<file path="src/rtl/video_timing_gen_pkg.sv">
// Shared raster timing constants and types for the DVI timing generator.
// Presets hold active/porch/sync lengths per axis plus the common sync polarity.
package video_timing_gen_pkg;

  typedef enum logic {
    SyncNeg = 1'b0,
    SyncPos = 1'b1
  } sync_pol_e;

  typedef struct packed {
    int unsigned active;
    int unsigned fp;
    int unsigned sync;
    int unsigned bp;
  } axis_timing_t;

  typedef struct packed {
    axis_timing_t h;
    axis_timing_t v;
    sync_pol_e    pol;
  } video_timing_t;

  localparam video_timing_t VGA_640x480 = '{
    h:   '{active: 640, fp: 16, sync: 96, bp: 48},
    v:   '{active: 480, fp: 10, sync: 2, bp: 33},
    pol: SyncNeg
  };

  localparam video_timing_t HD_1280x720 = '{
    h:   '{active: 1280, fp: 110, sync: 40, bp: 220},
    v:   '{active: 720, fp: 5, sync: 5, bp: 20},
    pol: SyncPos
  };

  function automatic int unsigned axis_total(input int unsigned active, input int unsigned fp,
                                             input int unsigned sync, input int unsigned bp);
    return active + fp + sync + bp;
  endfunction

endpackage

</file>
<file path="src/rtl/timing_axis.sv">
// One raster dimension: position counter plus blank/sync/start flags.
// Flags describe the position the counter moves to on this edge, so a parent register aligns them.
module timing_axis
  import video_timing_gen_pkg::*;
#(
  parameter int unsigned ACTIVE = 640,
  parameter int unsigned FP     = 16,
  parameter int unsigned SYNC   = 96,
  parameter int unsigned BP     = 48,
  parameter sync_pol_e   POL    = SyncNeg,
  parameter int unsigned W      = 10
) (
  input  logic         clk,
  input  logic         rst_n,
  input  logic         step,
  output logic [W-1:0] pos,
  output logic         wrap,
  output logic         blank,
  output logic         sync,
  output logic         start
);

  localparam int unsigned TOTAL      = axis_total(ACTIVE, FP, SYNC, BP);
  localparam int unsigned SYNC_BEGIN = ACTIVE + FP;
  localparam int unsigned SYNC_END   = ACTIVE + FP + SYNC;
  localparam logic [W-1:0] LAST      = W'(TOTAL - 1);

  logic [W-1:0] pos_q, pos_d;
  logic [31:0]  pos_ext;
  logic         sync_act;

  assign pos  = pos_q;
  assign wrap = (pos_q == LAST);

  always_comb begin
    pos_d = pos_q;
    if (step) begin
      pos_d = wrap ? '0 : pos_q + W'(1);
    end
  end

  always_ff @(posedge clk or negedge rst_n) begin
    if (!rst_n) begin
      pos_q <= '0;
    end else begin
      pos_q <= pos_d;
    end
  end

  // A zero SYNC makes the window empty, so sync never asserts.
  always_comb begin
    pos_ext  = 32'(pos_d);
    blank    = (pos_ext >= ACTIVE);
    sync_act = (pos_ext >= SYNC_BEGIN) && (pos_ext < SYNC_END);
    sync     = (POL == SyncPos) ? sync_act : ~sync_act;
    start    = (pos_d == '0);
  end

endmodule

</file>
<file path="src/rtl/video_timing_gen.sv">
// Raster timing generator feeding the TMDS encoder: blanking, hsync (c0), vsync (c1), coordinates.
// Two timing_axis counters; all flags registered here so they match x/y in the same cycle.
module video_timing_gen
  import video_timing_gen_pkg::*;
#(
  parameter int unsigned H_ACTIVE = VGA_640x480.h.active,
  parameter int unsigned H_FP     = VGA_640x480.h.fp,
  parameter int unsigned H_SYNC   = VGA_640x480.h.sync,
  parameter int unsigned H_BP     = VGA_640x480.h.bp,
  parameter int unsigned V_ACTIVE = VGA_640x480.v.active,
  parameter int unsigned V_FP     = VGA_640x480.v.fp,
  parameter int unsigned V_SYNC   = VGA_640x480.v.sync,
  parameter int unsigned V_BP     = VGA_640x480.v.bp,
  parameter bit          SYNC_POL = 1'b0,
  parameter int unsigned X_W      = 10,
  parameter int unsigned Y_W      = 10
) (
  input  logic           clk,
  input  logic           rst_n,
  input  logic           ce,
  output logic [X_W-1:0] x,
  output logic [Y_W-1:0] y,
  output logic           blanking,
  output logic           hsync,
  output logic           vsync,
  output logic           line_start,
  output logic           frame_start
);

  localparam sync_pol_e POL = sync_pol_e'(SYNC_POL);

  logic h_wrap, h_blank, h_sync, h_start;
  logic v_wrap, v_blank, v_sync, v_start;
  logic v_step;
  logic unused_v_wrap;

  logic blanking_q, blanking_d;
  logic hsync_q, hsync_d;
  logic vsync_q, vsync_d;
  logic line_start_q, line_start_d;
  logic frame_start_q, frame_start_d;

  assign v_step        = ce & h_wrap;
  assign unused_v_wrap = v_wrap;

  timing_axis #(
    .ACTIVE (H_ACTIVE),
    .FP     (H_FP),
    .SYNC   (H_SYNC),
    .BP     (H_BP),
    .POL    (POL),
    .W      (X_W)
  ) u_h_axis (
    .clk   (clk),
    .rst_n (rst_n),
    .step  (ce),
    .pos   (x),
    .wrap  (h_wrap),
    .blank (h_blank),
    .sync  (h_sync),
    .start (h_start)
  );

  timing_axis #(
    .ACTIVE (V_ACTIVE),
    .FP     (V_FP),
    .SYNC   (V_SYNC),
    .BP     (V_BP),
    .POL    (POL),
    .W      (Y_W)
  ) u_v_axis (
    .clk   (clk),
    .rst_n (rst_n),
    .step  (v_step),
    .pos   (y),
    .wrap  (v_wrap),
    .blank (v_blank),
    .sync  (v_sync),
    .start (v_start)
  );

  // Axis flags already reflect the held position when ce is low, so no enable is needed here.
  always_comb begin
    blanking_d    = h_blank | v_blank;
    hsync_d       = h_sync;
    vsync_d       = v_sync;
    line_start_d  = h_start;
    frame_start_d = h_start & v_start;
  end

  always_ff @(posedge clk or negedge rst_n) begin
    if (!rst_n) begin
      blanking_q    <= 1'b0;
      hsync_q       <= ~SYNC_POL;
      vsync_q       <= ~SYNC_POL;
      line_start_q  <= 1'b1;
      frame_start_q <= 1'b1;
    end else begin
      blanking_q    <= blanking_d;
      hsync_q       <= hsync_d;
      vsync_q       <= vsync_d;
      line_start_q  <= line_start_d;
      frame_start_q <= frame_start_d;
    end
  end

  assign blanking    = blanking_q;
  assign hsync       = hsync_q;
  assign vsync       = vsync_q;
  assign line_start  = line_start_q;
  assign frame_start = frame_start_q;

endmodule

</file>
<file path="config.mk">
export PLATFORM = sky130hd
export DESIGN_NAME = video_timing_gen
export DESIGN_NICKNAME = d
export VERILOG_FILES = /design/src/rtl/video_timing_gen_pkg.sv /design/src/rtl/timing_axis.sv /design/src/rtl/video_timing_gen.sv
export SDC_FILE = /design/constraint.sdc
export NUM_CORES = 1
export LEC_CHECK = 0
export CAP_MARGIN = 20
export CORE_MARGIN = 3
export CORE_UTILIZATION = 50
export CTS_BUF_LIST = sky130_fd_sc_hd__clkbuf_16
export CTS_CLUSTER_DIAMETER = 120
export DETAILED_ROUTE_END_ITERATION = 12
export PLACE_DENSITY = 0.85
export SLEW_MARGIN = 20
export SYNTH_ARGS = -nofsm -noshare
export SYNTH_HDL_FRONTEND = slang
export SYNTH_SLANG_ARGS = --single-unit
</file>
<file path="constraint.sdc">
create_clock -name clk -period 7.04 [get_ports clk]
set_clock_uncertainty 0.05 [all_clocks]
set_input_delay 0.704 -clock clk [delete_from_list [all_inputs] [get_ports clk]]
set_output_delay 0.704 -clock clk [all_outputs]
set_load 0.01 [all_outputs]
</file>
# --- Word level (Yosys, flattened, before mapping) ---
# Index checks and enable logic that the tools add are counted.
word_totals:
  out_inout_bits: 25
  word_cells: 30
  inputBits: 3
  ff_bits: 25
op_classes:
  add_sub_neg: 2
  eq_ne: 2
  muxes: 4
  reduce_logical: 4
  bitwise_logic: 5
  order_cmp: 6
op_table:
  columns: ["cell", "n"]
  rows:
  - ["$mux W10", 4]
  - ["$add A10 B1 Y10 const B", 2]
  - ["$eq A10 B10 Y1 const B", 2]
  - ["$ge A10 B10 Y1 const B", 2]
  - ["$ge A10 B9 Y1 const B", 2]
  - ["$logic_not A10 Y1", 2]
  - ["$lt A10 B10 Y1 const B", 1]
  - ["$lt A10 B9 Y1 const B", 1]
  - ["$and A1 B1 Y1", 2]
  - ["$logic_and A1 B1 Y1", 2]
  - ["$not A1 Y1", 2]
  - ["$or A1 B1 Y1", 1]

# --- Depth between registers and ports, before layout ---
# Gate-level depths: netlist of the first run.
depth:
  word_depth: 6
  mapped_depth: 8
  ltp_nobuf: 8

# --- Modules after synthesis ---
# A second synthesis of the first run with hierarchy kept.
unflattened:
  cells_unflattened: 161
  area_unflattened_um2: 1549.0
by_module_without_submodules:
  columns: ["mod", "seq_area_each_um2", "area_per_inst_um2", "cells_per_inst", "instances"]
  rows:
  - ["timing_axis at u_v_axis", 250.2, 759.5, 84, 1]
  - ["timing_axis at u_h_axis", 250.2, 640.6, 69, 1]
  - ["video_timing_gen", 130.1, 148.9, 8, 1]

# --- Least setup slack after synthesis of the first run ---
# Ideal clock, no wire load.
synth_timing:
  path_type: "reg2reg"
  startpoint: "reg u_h_axis.pos_q[0], in the netlist u_h_axis.pos[0]"
  endpoint: "reg blanking_q, in the netlist blanking"
  period_less_slack_ns: 2.371
  n_path_buf: 0
  arrival_time_ns: 2.190
  path_slack_ns: 4.669
  stages_incl_launch_ff: 8
  required_ns: 6.859
  setup_time_ns: 0.131
  path_cell_list: "dfrtp_1 -> ha_1 -> nand4b_2 -> or4_4 -> nor3_1 -> xnor2_1 -> nor4_2 -> or3_1"
synth_via:
  elab_chain_cells: 5
  elab_cells_between_ends: 9
  classes_between: "1 x add/sub; 2 x order compare; 1 x eq/ne; 3 x mux; 2 x bitwise"
synth_rtl:
  columns: ["element", "line_no", "text"]
  rows:
  - ["start, declared", "timing_axis.sv:28", "logic [W-1:0] pos_q, pos_d;"]
  - ["start signal, assigned", "timing_axis.sv:46", "pos_q <= pos_d;"]
  - ["$add A10 B1 Y10 / $eq A10 B10 Y1 (equally long branches)", "timing_axis.sv:38, timing_axis.sv:33", null]
  - ["$mux W10 / $and A1 B1 Y1 (equally long branches)", "timing_axis.sv:38, video_timing_gen.sv:43", null]
  - ["$mux W10", "timing_axis.sv:37", "if (step) begin"]
  - ["$ge A10 B10 Y1 / $ge A10 B9 Y1 (equally long branches)", "timing_axis.sv:53", "blank = (pos_ext >= ACTIVE);"]
  - ["$or A1 B1 Y1 *", "video_timing_gen.sv:84", "blanking_d = h_blank | v_blank;"]
  - ["net blanking_d", "video_timing_gen.sv:37", "logic blanking_q, blanking_d;"]
  - ["end signal, assigned", "video_timing_gen.sv:99", "blanking_q <= blanking_d;"]
  - ["end, declared", "video_timing_gen.sv:37", null]
# The timed path passes the listed nets; every way through them passes the cells marked *.

# --- Worst setup path in the final report of the first run ---
layout_timing:
  startpoint: "in ce"
  endpoint: "reg blanking_q, in the netlist blanking"
layout_via:
  elab_chain_cells: 4
  elab_cells_between_ends: 6
  classes_between: "2 x order compare; 2 x mux; 2 x bitwise"
layout_rtl:
  columns: ["element", "line_no", "text"]
  rows:
  - ["start, declared", "video_timing_gen.sv:20", "input logic ce,"]
  - ["$and A1 B1 Y1", "video_timing_gen.sv:43", "assign v_step = ce & h_wrap;"]
  - ["$mux W10", "timing_axis.sv:37", null]
  - ["$ge A10 B9 Y1", "timing_axis.sv:53", null]
  - ["$or A1 B1 Y1 *", "video_timing_gen.sv:84", null]
  - ["net blanking_d", "video_timing_gen.sv:37", null]
# Marked as above.

==> flow_metrics.env, run 1 <==
export IMPL_layout_drive_gt1_share_pct=10.2
export IMPL_finalCritPeriodShare_pct=45.8
export IMPL_grt_overflow=0
export IMPL_synth_top_area_share_pct=35.5
export IMPL_post_cts_setup_buffer_count=0
export IMPL_hold_viol_final=0
export IMPL_antenna_cells=0
export IMPL_synthArstFlopShare_pct=100
export IMPL_pin_count=28
export IMPL_fin_nets=193
export IMPL_grt_setup_unrepaired="no"
export IMPL_clkTransAtPathRegs_ns=0.06
export IMPL_grt_pass1_wl_um=6310
export IMPL_die_w_um=60.4
export IMPL_drv_slew=0
export IMPL_startpoint_type="input port"
export IMPL_tightest_slew_ns=0.776
export IMPL_leakagePower_nw=0.793
export IMPL_holdWs_ns=0.379
export IMPL_ys_seq_elements=25
export IMPL_hp_class="input port to asynchronous set/reset pin"
export IMPL_worstPathArrival_ns=3.31
export IMPL_synth_nets=169
export IMPL_yosysSeqAreaShare_pct=42.6
export IMPL_cts_tree="built"
export IMPL_fmax_ghz=0.310
export IMPL_ctsRootBufferMaster="clkbuf_16"
export IMPL_htreeDepth=1
export IMPL_crit_required_ns=7.12
export IMPL_yosysTopAreaCell="dfrtp_1"
export IMPL_dpl_cell_area_sq_mm=0.00175
export IMPL_std_cell_rows=19
export IMPL_wl_um=3780
export IMPL_cts_hold_buffers=0
export IMPL_drv_cap=0
export IMPL_die_area_sq_mm=0.00365
export IMPL_cts_buffer_depth=2
export IMPL_reg2reg_from="u_h_axis.pos[0]"
export IMPL_drc_errors=0
export IMPL_power_total_mw=0.420
export IMPL_num_vias=1381
export IMPL_dr_pass1_iters=4
export IMPL_vdd_drop_max_uv=229
export IMPL_endpoint_kind="register"
export IMPL_gp_congestion=0.891
export IMPL_postLayoutCellArea_sq_mm=0.00183
export IMPL_synth_area_leaders="dfrtp_1 (36%), dfstp_2 (7.1%), nand2_1 (4.1%)"
export IMPL_synth_most_common_cell="dfrtp_1"
export IMPL_grtUsageTotal_pct=23.1
export IMPL_reg2reg_slack_ns=4.23
export IMPL_finalCriticalPeriod_ns=3.22
export IMPL_synth_avg_cell_area_sq_um=9.08
export IMPL_routed_via_density=6.36
export IMPL_fin_setup_tns_ns=0
export IMPL_crit_fanout=13
export IMPL_numCtsBuffers=3
export IMPL_grt_max_degree=26
export IMPL_synth_main_ff_cell="dfrtp_1"
export IMPL_synth_common_cells="dfrtp_1 (21), nand2_1 (16), inv_1 (14)"
export IMPL_status="complete, no violations"
export IMPL_hpwlAfterDp_um=2630
export IMPL_crit_type="input port to register"
export IMPL_drt_wirelength_per_cell_um=17.4
export IMPL_antenna_found_initial=0
export IMPL_syn2layout_area_growth_pct=23.3
export IMPL_postCtsResizedCells=0
export IMPL_syn_area_sq_mm=0.00148
export IMPL_worstRegToRegCells=7
export IMPL_ant_nets=0
export IMPL_slew_headroom_pct=47.9
export IMPL_dr_first_iter_drc_count=87
export IMPL_coreArea_sq_mm=0.00278
export IMPL_ys_types=44
export IMPL_setup_viol=0
export IMPL_cts_sinks=25
export IMPL_reg2reg_to="blanking"
export IMPL_grt_pass1_vias=1362
export IMPL_port_buffer_count=27
export IMPL_synthCells=163
export IMPL_die_h_um=60.4
export IMPL_synth_warnings=0
export IMPL_start_util_pct=53.2
export IMPL_clock_latency_ns=0.26
export IMPL_synth_edf_count=0
export IMPL_p_per_area_mw_per_mm2=230
registers in the layout, summed over array words and instances (netlist names):
name	count
blanking	1
frame_start	1
hsync	1
line_start	1
u_h_axis.pos	10
u_v_axis.pos	10
vsync	1
per-layer routing:
layer  vias up  global-route usage (%)  share of wire, %
met5         -                       0                 0
met4         0                    9.91               3.6
met3        15                    5.32               6.1
met2        63                    39.8                50
met1       665                    27.6                40
li1        638                       -                 -
through the flow:
| step | instances | util [%] | setup slack, ns |
|---|---|---|---|
| global route | 217 | 65.6 | 3.66 |
| global placement | 213 | 62.8 | 3.78 |
| detailed placement | 213 | 62.8 | 3.65 |
| CTS | 217 | 65.8 | 3.89 |
| finish | 217 | 65.6 | 3.82 |
| floorplan | 163 | - | 4.67 |
cell type report:
class / instances / area (sq um)
multi-input cells: 116 / 756
clock buffers: 3 / 75.1
fillers: 244 / 956
repair buffers: 27 / 265
flip-flops and latches: 25 / 631
inverters: 14 / 52.6
clock inverters: 1 / 7.51
well taps: 31 / 38.8
cells by family (layout without fill, tap and decap cells):
group | count (synthesis) | after routing | share of synthesized area [%]
AND/OR/NAND/NOR | 73 | 73 | 30.3
multiplexers | 1 | 1 | 0.676
XOR/XNOR | 9 | 9 | 5.33
buffers and inverters | 22 | 45 | 6.34
flip-flops | 25 | 25 | 42.6
adder cells (fa/ha/maj) | 3 | 3 | 2.54
AO/OA/AOI/OAI | 30 | 30 | 12.3
cells in the final DEF (no fill, tap or decap), types with 2 or more instances in the layout:
cell             netlist  final
dfrtp_1               21     21
nor4bb_1               2      2
clkdlybuf4s50_1        0     26
and3_1                 2      2
a21oi_1                6      6
o21ai_0               11     11
nand2_1               16     16
a31oi_1                3      3
clkbuf_16              0      3
and4_1                 2      2
nor2_1                 9      9
dfstp_2                4      4
inv_1                 14     14
or4_1                  2      2
xor2_1                 5      5
o31ai_1                3      3
xnor2_1                4      4
o22ai_1                2      2
nand4b_1               2      2
nand3_1               10     10
nor4_2                 2      2
nand4_1                9      9
nor4_1                 3      3
ha_1                   3      3
or3_1                  2      2
worst max-delay path, cell delays in order:
cell	delay, ns
clkdlybuf4s50_1	0.74
nand4_2	0.29
nor4_2	0.64
nand4_1	0.22
xor2_1	0.28
nor4_2	0.10
or3_1	0.33
where the power goes:
part	switching, mW	internal [mW]	leakage, nW
clock network	0.0502	0.0771	0.0371
logic	0.0524	0.0483	0.441
registers	0.0348	0.158	0.315
total	0.137	0.283	0.793
worst max-delay path by stage:
stage | startpoint | slack, ns | end
floorplan | u_h_axis.pos[0] | 4.67 | blanking
global placement | ce | 3.78 | blanking
detailed placement | ce | 3.65 | blanking
CTS | ce | 3.89 | blanking
global route | ce | 3.66 | blanking
finish | ce | 3.82 | blanking
(Power assumes the default switching activity.)
==> run 2, diff against run 1 <==
==> constraint.sdc (replaced) <==
create_clock -name clk -period 3.2 [get_ports clk]
set_clock_uncertainty 0.05 [all_clocks]
set_input_delay 0.32 -clock clk [delete_from_list [all_inputs] [get_ports clk]]
set_output_delay 0.32 -clock clk [all_outputs]
set_load 0.01 [all_outputs]
==> flow_metrics.env, run 2 (same netlist as run 1, synthesis figures left out) <==
export IMPL_gp_congestion=0.866
export IMPL_hp_class="input port to asynchronous set/reset pin"
export IMPL_place_ws_ns=0.560
export IMPL_wl_um=3460
export IMPL_p_per_area_mw_per_mm2=494
export IMPL_fmax_ghz=0.379
export IMPL_violations="hold timing"
export IMPL_postCtsResizedCells=0
export IMPL_cts_buffer_depth=2
export IMPL_power_frac_comb_pct=23.7
export IMPL_drv_cap=0
export IMPL_hold_viol_final=21
export IMPL_cts_sinks=25
export IMPL_numCtsBuffers=3
export IMPL_cts_hold_buffers=0
export IMPL_worst_slack_ns=0.561
export IMPL_routed_via_density=6.13
export IMPL_fin_setup_tns_ns=0
export IMPL_layout_drive_gt1_share_pct=11.6
export IMPL_coreArea_sq_mm=0.00278
export IMPL_antenna_found_initial=0
export IMPL_p_switching_mw=0.289
export IMPL_port_buffer_count=27
export IMPL_pin_count=28
export IMPL_startpoint_type="register"
export IMPL_grt_overflow=0
export IMPL_p_sw_share_pct=31.6
export IMPL_critPathTopFamily="simple AND/OR/NAND/NOR gates"
export IMPL_fin_nets=196
export IMPL_post_cts_setup_buffer_count=0
export IMPL_start_util_pct=53.2
export IMPL_cp_slowest_cell="or4_4"
export IMPL_leakagePower_nw=0.808
export IMPL_drc_errors=0
export IMPL_dr_pass1_iters=4
export IMPL_power_share_clock_pct=30.2
export IMPL_hpwlAfterDp_um=2500
export IMPL_syn2layout_area_growth_pct=24.9
export IMPL_drt_wirelength_per_cell_um=15.7
export IMPL_die_w_um=60.4
export IMPL_grtUsageTotal_pct=20.6
export IMPL_reg2reg_from="u_h_axis.pos[0]"
export IMPL_clkTransAtPathRegs_ns=0.06
export IMPL_grt_max_degree=24
export IMPL_grt_pass1_vias=1288
export IMPL_mostFrequentLayoutCells="clkdlybuf4s50_1 (26), dfrtp_1 (21), nand2_1 (16)"
export IMPL_final_common_cell="clkdlybuf4s50_1"
export IMPL_cp_cell_sequence="ha_1 > nand4b_2 > or4_4 > nor3_1 > xnor2_1 > nor4_2 > or3_1"
export IMPL_crit_type="register to register"
export IMPL_setup_viol=0
export IMPL_finalCriticalPeriod_ns=2.64
export IMPL_tightest_slew_ns=0.658
export IMPL_antenna_cells=0
export IMPL_grt_pass1_wl_um=5730
export IMPL_htreeDepth=1
export IMPL_vdd_drop_max_uv=467
export IMPL_worstPathArrival_ns=2.72
export IMPL_internal_power_mw=0.624
export IMPL_dr_first_iter_drc_count=55
export IMPL_ant_nets=0
export IMPL_reg2reg_to="blanking"
export IMPL_cts_tree="built"
export IMPL_clock_latency_ns=0.26
export IMPL_die_h_um=60.4
export IMPL_path_buf_inv=0
export IMPL_max_stage_delay_ns=0.60
export IMPL_finalCritPeriodShare_pct=82.5
export IMPL_crit_required_ns=3.28
export IMPL_grt_setup_unrepaired="no"
export IMPL_die_area_sq_mm=0.00365
export IMPL_holdWs_ns=-0.0197
export IMPL_seqPwrFrac_pct=46.0
export IMPL_status="finished with violations"
export IMPL_std_cell_rows=19
export IMPL_reg2reg_slack_ns=0.56
export IMPL_slew_headroom_pct=55.5
export IMPL_crit_fanout=12
export IMPL_worstRegToRegCells=7
export IMPL_drv_slew=0
export IMPL_endpoint_kind="register"
export IMPL_ctsRootBufferMaster="clkbuf_16"
export IMPL_num_vias=1348
==> run 2: cell count changes in the layout (fill, tap and decap cells not counted), sizes merged <==
cell / before / now
buf: 1 / 4
==> run 2: layout make-up <==
| class | count | area [sq um] |
|---|---|---|
| multi-input cells | 116 | 756 |
| fillers | 235 | 933 |
| inverters | 14 | 52.6 |
| clock inverters | 1 | 7.51 |
| well taps | 31 | 38.8 |
| clock buffers | 3 | 75.1 |
| flip-flops and latches | 25 | 631 |
| repair buffers | 30 | 288 |
==> run 2: worst max path at each step <==
stage	from	to	slack, ns	depth (start not counted)
final	u_h_axis.pos[0]	blanking	0.56	7
after global routing	u_h_axis.pos[0]	blanking	0.42	7
after CTS	u_h_axis.pos[0]	blanking	0.58	7
after detailed placement	ce	blanking	0.56	7
after global placement	ce	frame_start	0.63	8
after floorplan	u_h_axis.pos[0]	blanking	0.83	7
==> run 2: stage by stage <==
stage          hold WS [ns]  util (%)  instances  cell area (sq um)  power, mW
5_1_grt              0.0196      66.4        220               1850      0.961
6_report            -0.0197      66.4        220               1850      0.913
2_1_floorplan       -0.0256         -        163               1480      0.538
4_1_cts               0.516      66.6        220               1850      0.919
3_3_place_gp          0.505      63.7        216               1770      0.629
3_5_place_dp          0.507      63.7        216               1770      0.638
==> run 2: worst register-to-register path, delay by kind of cell, from the launching register on <==
| kind | cells | cell delay, ns |
|---|---|---|
| simple gates | 5 | 1.45 |
| flops | 1 | 0.47 |
| fa+ha+maj | 1 | 0.34 |
| xor+xnor | 1 | 0.20 |
==> run 2: per-layer routing <==
| layer | share of wire [%] | up-vias | global-route usage [%] |
|---|---|---|---|
| li1 | - | 642 | - |
| met1 | 42 | 645 | 25.2 |
| met2 | 50 | 53 | 35.6 |
| met3 | 6.1 | 8 | 3.40 |
| met4 | 1.8 | 0 | 8.98 |
| met5 | 0 | - | 0 |
==> run 2: power by group through the flow <==
| stage | clock, mW | combinational [mW] | sequential, mW |
|---|---|---|---|
| detailed placement | 0 | 0.216 | 0.422 |
| global placement | 0 | 0.208 | 0.421 |
| CTS | 0.283 | 0.218 | 0.418 |
| global route | 0.294 | 0.235 | 0.431 |
| finish | 0.276 | 0.217 | 0.420 |
| floorplan | 0 | 0.143 | 0.395 |
